<file path="src/rtl/uart_tx_cfg_pkg.sv">
// Shared definitions for the configurable UART: parity modes, FSM state encoding and baud math.
package uart_tx_cfg_pkg;

    // Parity mode selectors
    localparam int unsigned ParNone = 0;
    localparam int unsigned ParOdd  = 1;
    localparam int unsigned ParEven = 2;

    // Line FSM states, 3-bit encoding shared with the receiver
    typedef enum logic [2:0] {
        StIdle   = 3'd0,
        StStart  = 3'd1,
        StData   = 3'd2,
        StParity = 3'd3,
        StStop   = 3'd4
    } uart_state_e;

    // System clocks per serial bit (integer divide)
    function automatic int unsigned clks_per_bit(input int unsigned clk_freq,
                                                 input int unsigned baud);
        return clk_freq / baud;
    endfunction

endpackage

</file>
<file path="src/rtl/uart_baud_tick.sv">
// Restartable bit-period divider: tick pulses for one clock at the end of each bit period.
module uart_baud_tick #(
    parameter int unsigned CLKS_PER_BIT = 8
) (
    input  logic clk,
    input  logic rst,
    input  logic restart,
    output logic tick
);

    localparam int unsigned CntW = (CLKS_PER_BIT > 2) ? $clog2(CLKS_PER_BIT) : 1;
    localparam logic [CntW-1:0] CntMax = CntW'(CLKS_PER_BIT - 1);

    logic [CntW-1:0] cnt_q, cnt_d;

    // Next count: wrap at end of period, or restart from zero on request
    always_comb begin
        cnt_d = cnt_q + 1'b1;
        if (restart || (cnt_q == CntMax)) begin
            cnt_d = '0;
        end
    end

    // Counter register with synchronous reset
    always_ff @(posedge clk) begin
        if (rst) begin
            cnt_q <= '0;
        end else begin
            cnt_q <= cnt_d;
        end
    end

    assign tick = (cnt_q == CntMax);

endmodule

</file>
<file path="src/rtl/uart_tx_cfg.sv">
// Configurable UART transmitter with valid/ready input and gap-free back-to-back framing.
module uart_tx_cfg
    import uart_tx_cfg_pkg::*;
#(
    parameter int unsigned CLK_FREQ  = 100_000_000,
    parameter int unsigned BAUD      = 115_200,
    parameter int unsigned DATA_BITS = 8,
    parameter int unsigned PARITY    = 0,
    parameter int unsigned STOP_BITS = 1
) (
    input  logic                 clk,
    input  logic                 rst,
    input  logic                 tx_valid,
    input  logic [DATA_BITS-1:0] tx_data,
    output logic                 tx_ready,
    output logic                 o_bit,
    output logic                 busy
);

    localparam int unsigned ClksPerBit = clks_per_bit(CLK_FREQ, BAUD);
    localparam int unsigned IdxW       = $clog2(DATA_BITS + 1);
    localparam logic [IdxW-1:0] IdxLast = IdxW'(DATA_BITS - 1);

    if ((DATA_BITS < 5) || (DATA_BITS > 9) || (PARITY > 2) ||
        ((STOP_BITS != 1) && (STOP_BITS != 2)) || (ClksPerBit < 2)) begin : g_param_err
        $error("uart_tx_cfg: illegal parameter combination");
    end

    uart_state_e          state_q, state_d;
    logic [DATA_BITS-1:0] shift_q, shift_d;
    logic                 par_q, par_d;
    logic [IdxW-1:0]      idx_q, idx_d;
    logic                 stop_q, stop_d;
    logic                 o_bit_q, o_bit_d;
    logic                 bit_end, accept, last_stop, restart;

    assign last_stop = (stop_q == 1'(STOP_BITS - 1));
    // Any state change (including stop->start) realigns the bit period
    assign restart   = accept || (state_d != state_q);

    uart_baud_tick #(
        .CLKS_PER_BIT(ClksPerBit)
    ) u_baud_tick (
        .clk    (clk),
        .rst    (rst),
        .restart(restart),
        .tick   (bit_end)
    );

    // Next-state, handshake and datapath updates
    always_comb begin
        state_d  = state_q;
        shift_d  = shift_q;
        par_d    = par_q;
        idx_d    = idx_q;
        stop_d   = stop_q;
        tx_ready = 1'b0;
        unique case (state_q)
            StIdle: tx_ready = 1'b1;
            StStart: begin
                if (bit_end) begin
                    state_d = StData;
                    idx_d   = '0;
                end
            end
            StData: begin
                if (bit_end) begin
                    shift_d = shift_q >> 1;
                    if (idx_q == IdxLast) begin
                        state_d = (PARITY == ParNone) ? StStop : StParity;
                        stop_d  = 1'b0;
                    end else begin
                        idx_d = idx_q + 1'b1;
                    end
                end
            end
            StParity: begin
                if (bit_end) begin
                    state_d = StStop;
                    stop_d  = 1'b0;
                end
            end
            StStop: begin
                if (bit_end) begin
                    if (last_stop) begin
                        // Last clock of the frame: open the window for a gap-free next word
                        tx_ready = 1'b1;
                        state_d  = StIdle;
                    end else begin
                        stop_d = 1'b1;
                    end
                end
            end
            default: state_d = StIdle;
        endcase
        if (rst) begin
            tx_ready = 1'b0;
        end
        accept = tx_valid && tx_ready;
        if (accept) begin
            state_d = StStart;
            shift_d = tx_data;
            par_d   = (PARITY == ParOdd) ? ~(^tx_data) : ^tx_data;
        end
    end

    // Line level for the current state; registered one cycle behind the FSM
    always_comb begin
        o_bit_d = 1'b1;
        unique case (state_q)
            StIdle:   o_bit_d = 1'b1;
            StStart:  o_bit_d = 1'b0;
            StData:   o_bit_d = shift_q[0];
            StParity: o_bit_d = par_q;
            StStop:   o_bit_d = 1'b1;
            default:  o_bit_d = 1'b1;
        endcase
    end

    // State and datapath registers; reset aborts any frame in progress
    always_ff @(posedge clk) begin
        if (rst) begin
            state_q <= StIdle;
            shift_q <= '0;
            par_q   <= 1'b0;
            idx_q   <= '0;
            stop_q  <= 1'b0;
            o_bit_q <= 1'b1;
        end else begin
            state_q <= state_d;
            shift_q <= shift_d;
            par_q   <= par_d;
            idx_q   <= idx_d;
            stop_q  <= stop_d;
            o_bit_q <= o_bit_d;
        end
    end

    assign o_bit = o_bit_q;
    assign busy  = (state_q != StIdle);

endmodule

</file>
<file path="config.mk">
export PLATFORM = sky130hd
export DESIGN_NAME = uart_tx_cfg
export DESIGN_NICKNAME = d
export VERILOG_FILES = /design/src/rtl/uart_tx_cfg_pkg.sv /design/src/rtl/uart_baud_tick.sv /design/src/rtl/uart_tx_cfg.sv
export SDC_FILE = /design/constraint.sdc
export NUM_CORES = 1
export LEC_CHECK = 0
export CAP_MARGIN = 20
export CORE_MARGIN = 2
export CORE_UTILIZATION = 55
export CTS_CLUSTER_SIZE = 16
export DETAILED_ROUTE_END_ITERATION = 10
export MAX_ROUTING_LAYER = met4
export PLACE_DENSITY_LB_ADDON = 0.12
export SKIP_LAST_GASP = 1
export SLEW_MARGIN = 20
export SYNTH_ARGS = -nofsm -noshare
export SYNTH_HDL_FRONTEND = slang
export SYNTH_HIERARCHICAL = 1
export SYNTH_SLANG_ARGS = --single-unit
export TNS_END_PERCENT = 20
</file>
<file path="constraint.sdc">
create_clock -name clk -period 3 [get_ports clk]
set_input_delay 0.9 -clock clk [delete_from_list [all_inputs] [get_ports clk]]
set_output_delay 0.9 -clock clk [all_outputs]
set_load 0.02 [all_outputs]
</file>
==> results of run 1 <==
[Yosys cell counts (all sizes together) (3+ instances only)]
cell type | instances | share of area [%]
nand2 | 15 | 4.2
xor2 | 3 | 2.0
buf | 3 | 1.3
nor2 | 12 | 3.4
nand4 | 3 | 1.4
and2b | 3 | 1.7
o21ai | 9 | 3.4
dfxtp | 27 | 41
a21oi | 15 | 5.9
inv | 5 | 1.4
and4 | 3 | 2.1
xnor2 | 9 | 5.9
a22oi | 8 | 4.5
nand3 | 14 | 5.3
or3 | 6 | 2.8
[report_power, final]
part	internal (W)	switching, W	leakage (nW)
Combinational	0.0000474	0.0000456	0.289
Sequential	0.000373	0.0000104	0.220
Clock	0.0000510	0.000112	0.0139
Total	0.000471	0.000168	0.523
[routing by layer]
| layer | track usage (%) | vias up | share of wire (%) | wire, um |
|---|---|---|---|---|
| met4 | 9.40 | 0 | 1.5 | 39 |
| met1 | 26.6 | 553 | 47 | 1260 |
| met2 | 38.5 | 24 | 48 | 1290 |
| li1 | - | 612 | - | - |
| met5 | - | - | 0 | 0 |
| met3 | 2.54 | 4 | 3.2 | 86 |
[cells by family (layout without fill, tap and decap cells)]
group                    Yosys count  after routing  share of synthesized area (%)
flip-flops                        27             27                           40.7
adder cells (fa/ha/maj)            2              2                           1.88
AND/OR/NAND/NOR                   70             70                           28.1
XOR/XNOR                          12             12                           7.91
AO/OA/AOI/OAI                     39             39                           18.2
buffers and inverters             10             26                           3.30
[placed cells by master, fill, tap and decap left out, types with 3 or more instances in the layout]
cell / instances
dfxtp_1: 27
nand2_1: 15
a21oi_1: 14
nand3_1: 14
nor2_1: 12
clkdlybuf4s50_1: 12
o21ai_0: 9
xnor2_1: 9
a22oi_1: 8
or3_1: 6
inv_1: 5
buf_4: 4
nand4_1: 3
and2b_1: 3
clkbuf_4: 3
xor2_1: 3
[stage by stage]
| step | hold slack, ps | setup slack [ps] | area [um2] |
|---|---|---|---|
| after floorplan | 426 | 339 | 1330 |
| after global placement | 440 | -85.0 | 1500 |
| after detailed placement | 459 | -85.3 | 1500 |
| after CTS | 479 | 7.97 | 1530 |
| after global routing | 491 | 10.2 | 1530 |
| final | 478 | 207 | 1530 |
[worst max-delay path: stages, from the launching register on]
cell and delay [ps]:
dfxtp_1 400, ha_1 230, nor2b_2 200, nand2_1 110
nor2_1 150, nor2b_1 80, nor3_1 180, clkbuf_2 210
[area by class of cell]
class	count	area (um2)
clock buffers	3	22.5
clock inverters	1	7.51
fillers	194	722
inverters	5	18.8
multi-input cells	123	753
flip-flops and latches	27	541
well taps	28	35.0
repair buffers	17	155
[registers in the layout, summed over array words and instances (netlist names)]
register and cells:
shift_q 8, o_bit 1, par_q 1, idx_q 4
u_baud_tick/cnt_q 10, state_q 3
[timing repair]
item	in CTS	in global routing
hold endpoints to repair	0	0
endpoints found under the setup margin	1	1
hold buffers	0	0
resized for setup	2	4
cloned	0	0
[path summary, 6_finish.rpt]
kind / slack (ps) / cells after the start / endpoint / startpoint
max reg2reg: 710 / 11 / u_baud_tick/cnt_q[4] / u_baud_tick/cnt_q[0]
max: 210 / 7 / tx_ready / u_baud_tick/cnt_q[0]
min: 480 / 2 / shift_q[4] / shift_q[4]
min reg2reg: 480 / 2 / shift_q[4] / shift_q[4]
==> flow_summary.json, run 1 <==
{
  "status": "complete, no violations",
  "path_clk_slew_ps": 150,
  "crit_path_max_fanout": 4,
  "drtIter0Drc": 16,
  "grt_pass1_vias": 1105,
  "skew_ps": 6.34,
  "required_ps": 2100,
  "cts_tree": "yes",
  "cts_buffers": 3,
  "drive_above_1_share_pct": 9.09,
  "critPathKind": "flip-flop to output pin",
  "wl_per_cell_um": 13.1,
  "clock_latency_ps": 330,
  "total_power_w": 0.000639,
  "syn_to_final_growth_pct": 15.3,
  "syn_inst": 160,
  "rsz0062_at_grt": "false",
  "synth_ff_type": "dfxtp_1",
  "hold_viol": 0,
  "start_util_pct": 58.9,
  "design.die.area_um2": 2820,
  "period_minus_slack_ps": 2790,
  "synth_area_um2": 1330,
  "min_period_over_period_pct": 93.1,
  "setup_viol": 0,
  "fp-row-count": 17,
  "drc": 0,
  "ys_types": 34,
  "die_w_um": 53.2,
  "utilization_pct": 68.0,
  "layout.nets": 190,
  "antenna_found_initial": 0,
  "num_vias": 1193,
  "grtUsageTotal_pct": 22.4,
  "firstDrtPassIters": 4,
  "tightestPinTransition_ps": 302,
  "core_um2": 2250,
  "vdd_drop_max_v": 0.000275,
  "max_freq_mhz": 358,
  "ys_ff_latch": 27,
  "via_per_inst": 5.85,
  "report.final.slew_viol_count": 0,
  "synth_edf_count": 0,
  "numPortBuffers": 13,
  "power.density_nw_per_um2": 417,
  "hpwl_um": 1990,
  "synth_nets": 173,
  "max_slew_margin_pct": 79.9,
  "cts_root_buf": "clkbuf_4",
  "place_inst": 200,
  "min_path_type": "flip-flop to flip-flop",
  "async_flop_share_pct": 0,
  "worst_setup_path_start_kind": "flip-flop",
  "cts.sinks": 27,
  "gp_congestion": 0.796,
  "drt-total-wl_um": 2680,
  "grt_pass1_wl_um": 4520,
  "diodes": 0,
  "p_leak_nw": 0.523,
  "max_cap_violations": 0,
  "gr-total-overflow": 0,
  "io_pins": 14,
  "cts_buffer_depth": 2,
  "postCtsSetupBuffers": 0,
  "syn_area_per_cell_um2": 8.30,
  "setup_tns_ps": 0,
  "grt_max_degree": 17,
  "cts_max_level": 1,
  "yosysWarnings": 6,
  "finalNonFillerCells": 204,
  "worstPathArrival_ps": 1890,
  "postRouteAntennaNets": 0,
  "die_y_um": 53.2,
  "synth_seq_area_share_pct": 40.7,
  "end_kind": "output pin"
}
(Power assumes the default switching activity.)
==> run 2, diff against run 1 <==
- CELL_PAD_IN_SITES_DETAIL_PLACEMENT: not set -> 1
- CELL_PAD_IN_SITES_GLOBAL_PLACEMENT: not set -> 1
- CORE_UTILIZATION: 55 -> 41
- TNS_END_PERCENT: 20 -> 1
==> flow_summary.json, run 2 (synthesized netlist as in run 1, its figures left out) <==
{
  "status": "complete, no violations",
  "worstPathArrival_ps": 1850,
  "hold_viol": 0,
  "period_minus_slack_ps": 2750,
  "worst_setup_path_start_kind": "flip-flop",
  "power.density_nw_per_um2": 412,
  "drtIter0Drc": 46,
  "skew_ps": 8.61,
  "final_common_cell": "dfxtp_1",
  "grt_pass1_wl_um": 5610,
  "vdd_drop_max_v": 0.000198,
  "crit_path_cell_trace": "ha_1 -> nor2b_4 -> nand2_1 -> nor2_1 -> nor2b_1 -> nor3_1 -> buf_2",
  "hold_buffers": 0,
  "postRouteAntennaNets": 0,
  "wl_per_cell_um": 14.4,
  "grtUsageTotal_pct": 20.7,
  "drive_above_1_share_pct": 9.09,
  "cts.sinks": 27,
  "largest_reg_flops": 10,
  "syn_to_final_growth_pct": 17.0,
  "fp-row-count": 20,
  "crit_path_max_fanout": 4,
  "layout.nets": 190,
  "final_cell_mix": "dfxtp_1 (26), nand2_1 (15), a21oi_1 (14), nand3_1 (14)",
  "max_freq_mhz": 363,
  "cpMaxStageDelayCell": "dfxtp_2",
  "cts_buffer_depth": 2,
  "p_leak_nw": 0.525,
  "hpwl_um": 2370,
  "diodes": 0,
  "gp_congestion": 0.820,
  "cts_buffers": 3,
  "rsz0062_at_grt": "false",
  "cts_root_buf": "clkbuf_4",
  "reg.largest.list": "u_baud_tick/cnt_q x10, shift_q x8, idx_q x4",
  "max_cap_violations": 0,
  "tightestPinTransition_ps": 351,
  "multiInputGateArea_um2": 758,
  "cts_resized": 5,
  "setup_viol": 0,
  "place_area_um2": 1520,
  "start_util_pct": 43.2,
  "hold_ws_ps": 447,
  "min_path_type": "flip-flop to flip-flop",
  "seqCellArea_um2": 542,
  "design_area_um2": 1560,
  "via_per_inst": 5.50,
  "cts_max_level": 1,
  "max_slew_margin_pct": 76.6,
  "design.die.area_um2": 3710,
  "die_y_um": 60.9,
  "drt-total-wl_um": 3160,
  "core_um2": 3080,
  "min_period_over_period_pct": 91.8,
  "critPathKind": "flip-flop to output pin",
  "max_stage_delay_ps": 380,
  "grt_pass1_vias": 1231,
  "grt_max_degree": 16,
  "top_register": "u_baud_tick/cnt_q",
  "finalNonFillerCells": 220,
  "path_clk_slew_ps": 140,
  "end_kind": "output pin",
  "firstDrtPassIters": 4,
  "clock_latency_ps": 330,
  "die_w_um": 60.9,
  "drc": 0,
  "postCtsSetupBuffers": 0,
  "numPortBuffers": 13,
  "io_pins": 14,
  "utilization_pct": 50.5,
  "required_ps": 2100,
  "gr-total-overflow": 0,
  "place_inst": 216,
  "fill_cells": 381,
  "antenna_found_initial": 0,
  "cts_tree": "yes",
  "num_vias": 1210,
  "report.final.slew_viol_count": 0
}
## run 2: worst max-delay path: cells and delay by family, from the launching register on
family	cells	cell delay, ps
simple gates	5	710
buf+inv	1	210
flops	1	380
fa+ha+maj	1	230
## run 2: worst paths after layout
path                                            from              endpoint  slack, ps  cells past startpoint
worst min register to register  u_baud_tick/cnt_q[0]  u_baud_tick/cnt_q[0]        450                      1
worst max-delay path            u_baud_tick/cnt_q[0]              tx_ready        250                      7
worst max register to register  u_baud_tick/cnt_q[0]  u_baud_tick/cnt_q[4]        700                     11
worst min-delay path            u_baud_tick/cnt_q[0]  u_baud_tick/cnt_q[0]        450                      1
## run 2: cell type report
type,count,share of cell area (%)
multi-input cells,123,48.8
flip-flops and latches,27,34.8
repair buffers,17,9.98
well taps,44,3.54
clock buffers,4,1.69
inverters,5,1.21
## run 2: per-stage QoR
step                      setup TNS (ps)  setup WS [ps]  total power (W)
after floorplan                        0            339         0.000448
after CTS                              0           51.5         0.000649
after global placement              -103           -103         0.000484
final                                  0            245         0.000641
after detailed placement            -154           -154         0.000489
after global routing                   0           63.1         0.000679
## run 2: where the power goes
| part | internal (W) | switching [W] | leakage (nW) |
|---|---|---|---|
| clock | 0.0000522 | 0.000109 | 0.0150 |
| sequential | 0.000373 | 0.0000107 | 0.220 |
| combinational | 0.0000480 | 0.0000486 | 0.290 |
## run 2: per-layer routing
layer / vias up / track usage [%] / part of all wire [%]
li1: 607 / - / -
met1: 582 / 29.3 / 51
met2: 15 / 30.3 / 46
met3: 6 / 2.13 / 2.0
met4: 0 / 8.07 / 1.3
met5: - / - / 0
==> run 3, diff against run 2 <==
- CTS_CLUSTER_SIZE: 16 -> not set
==> results of run 3 <==
Same layout as run 2: the final DEF is identical, and so are final timing and power.
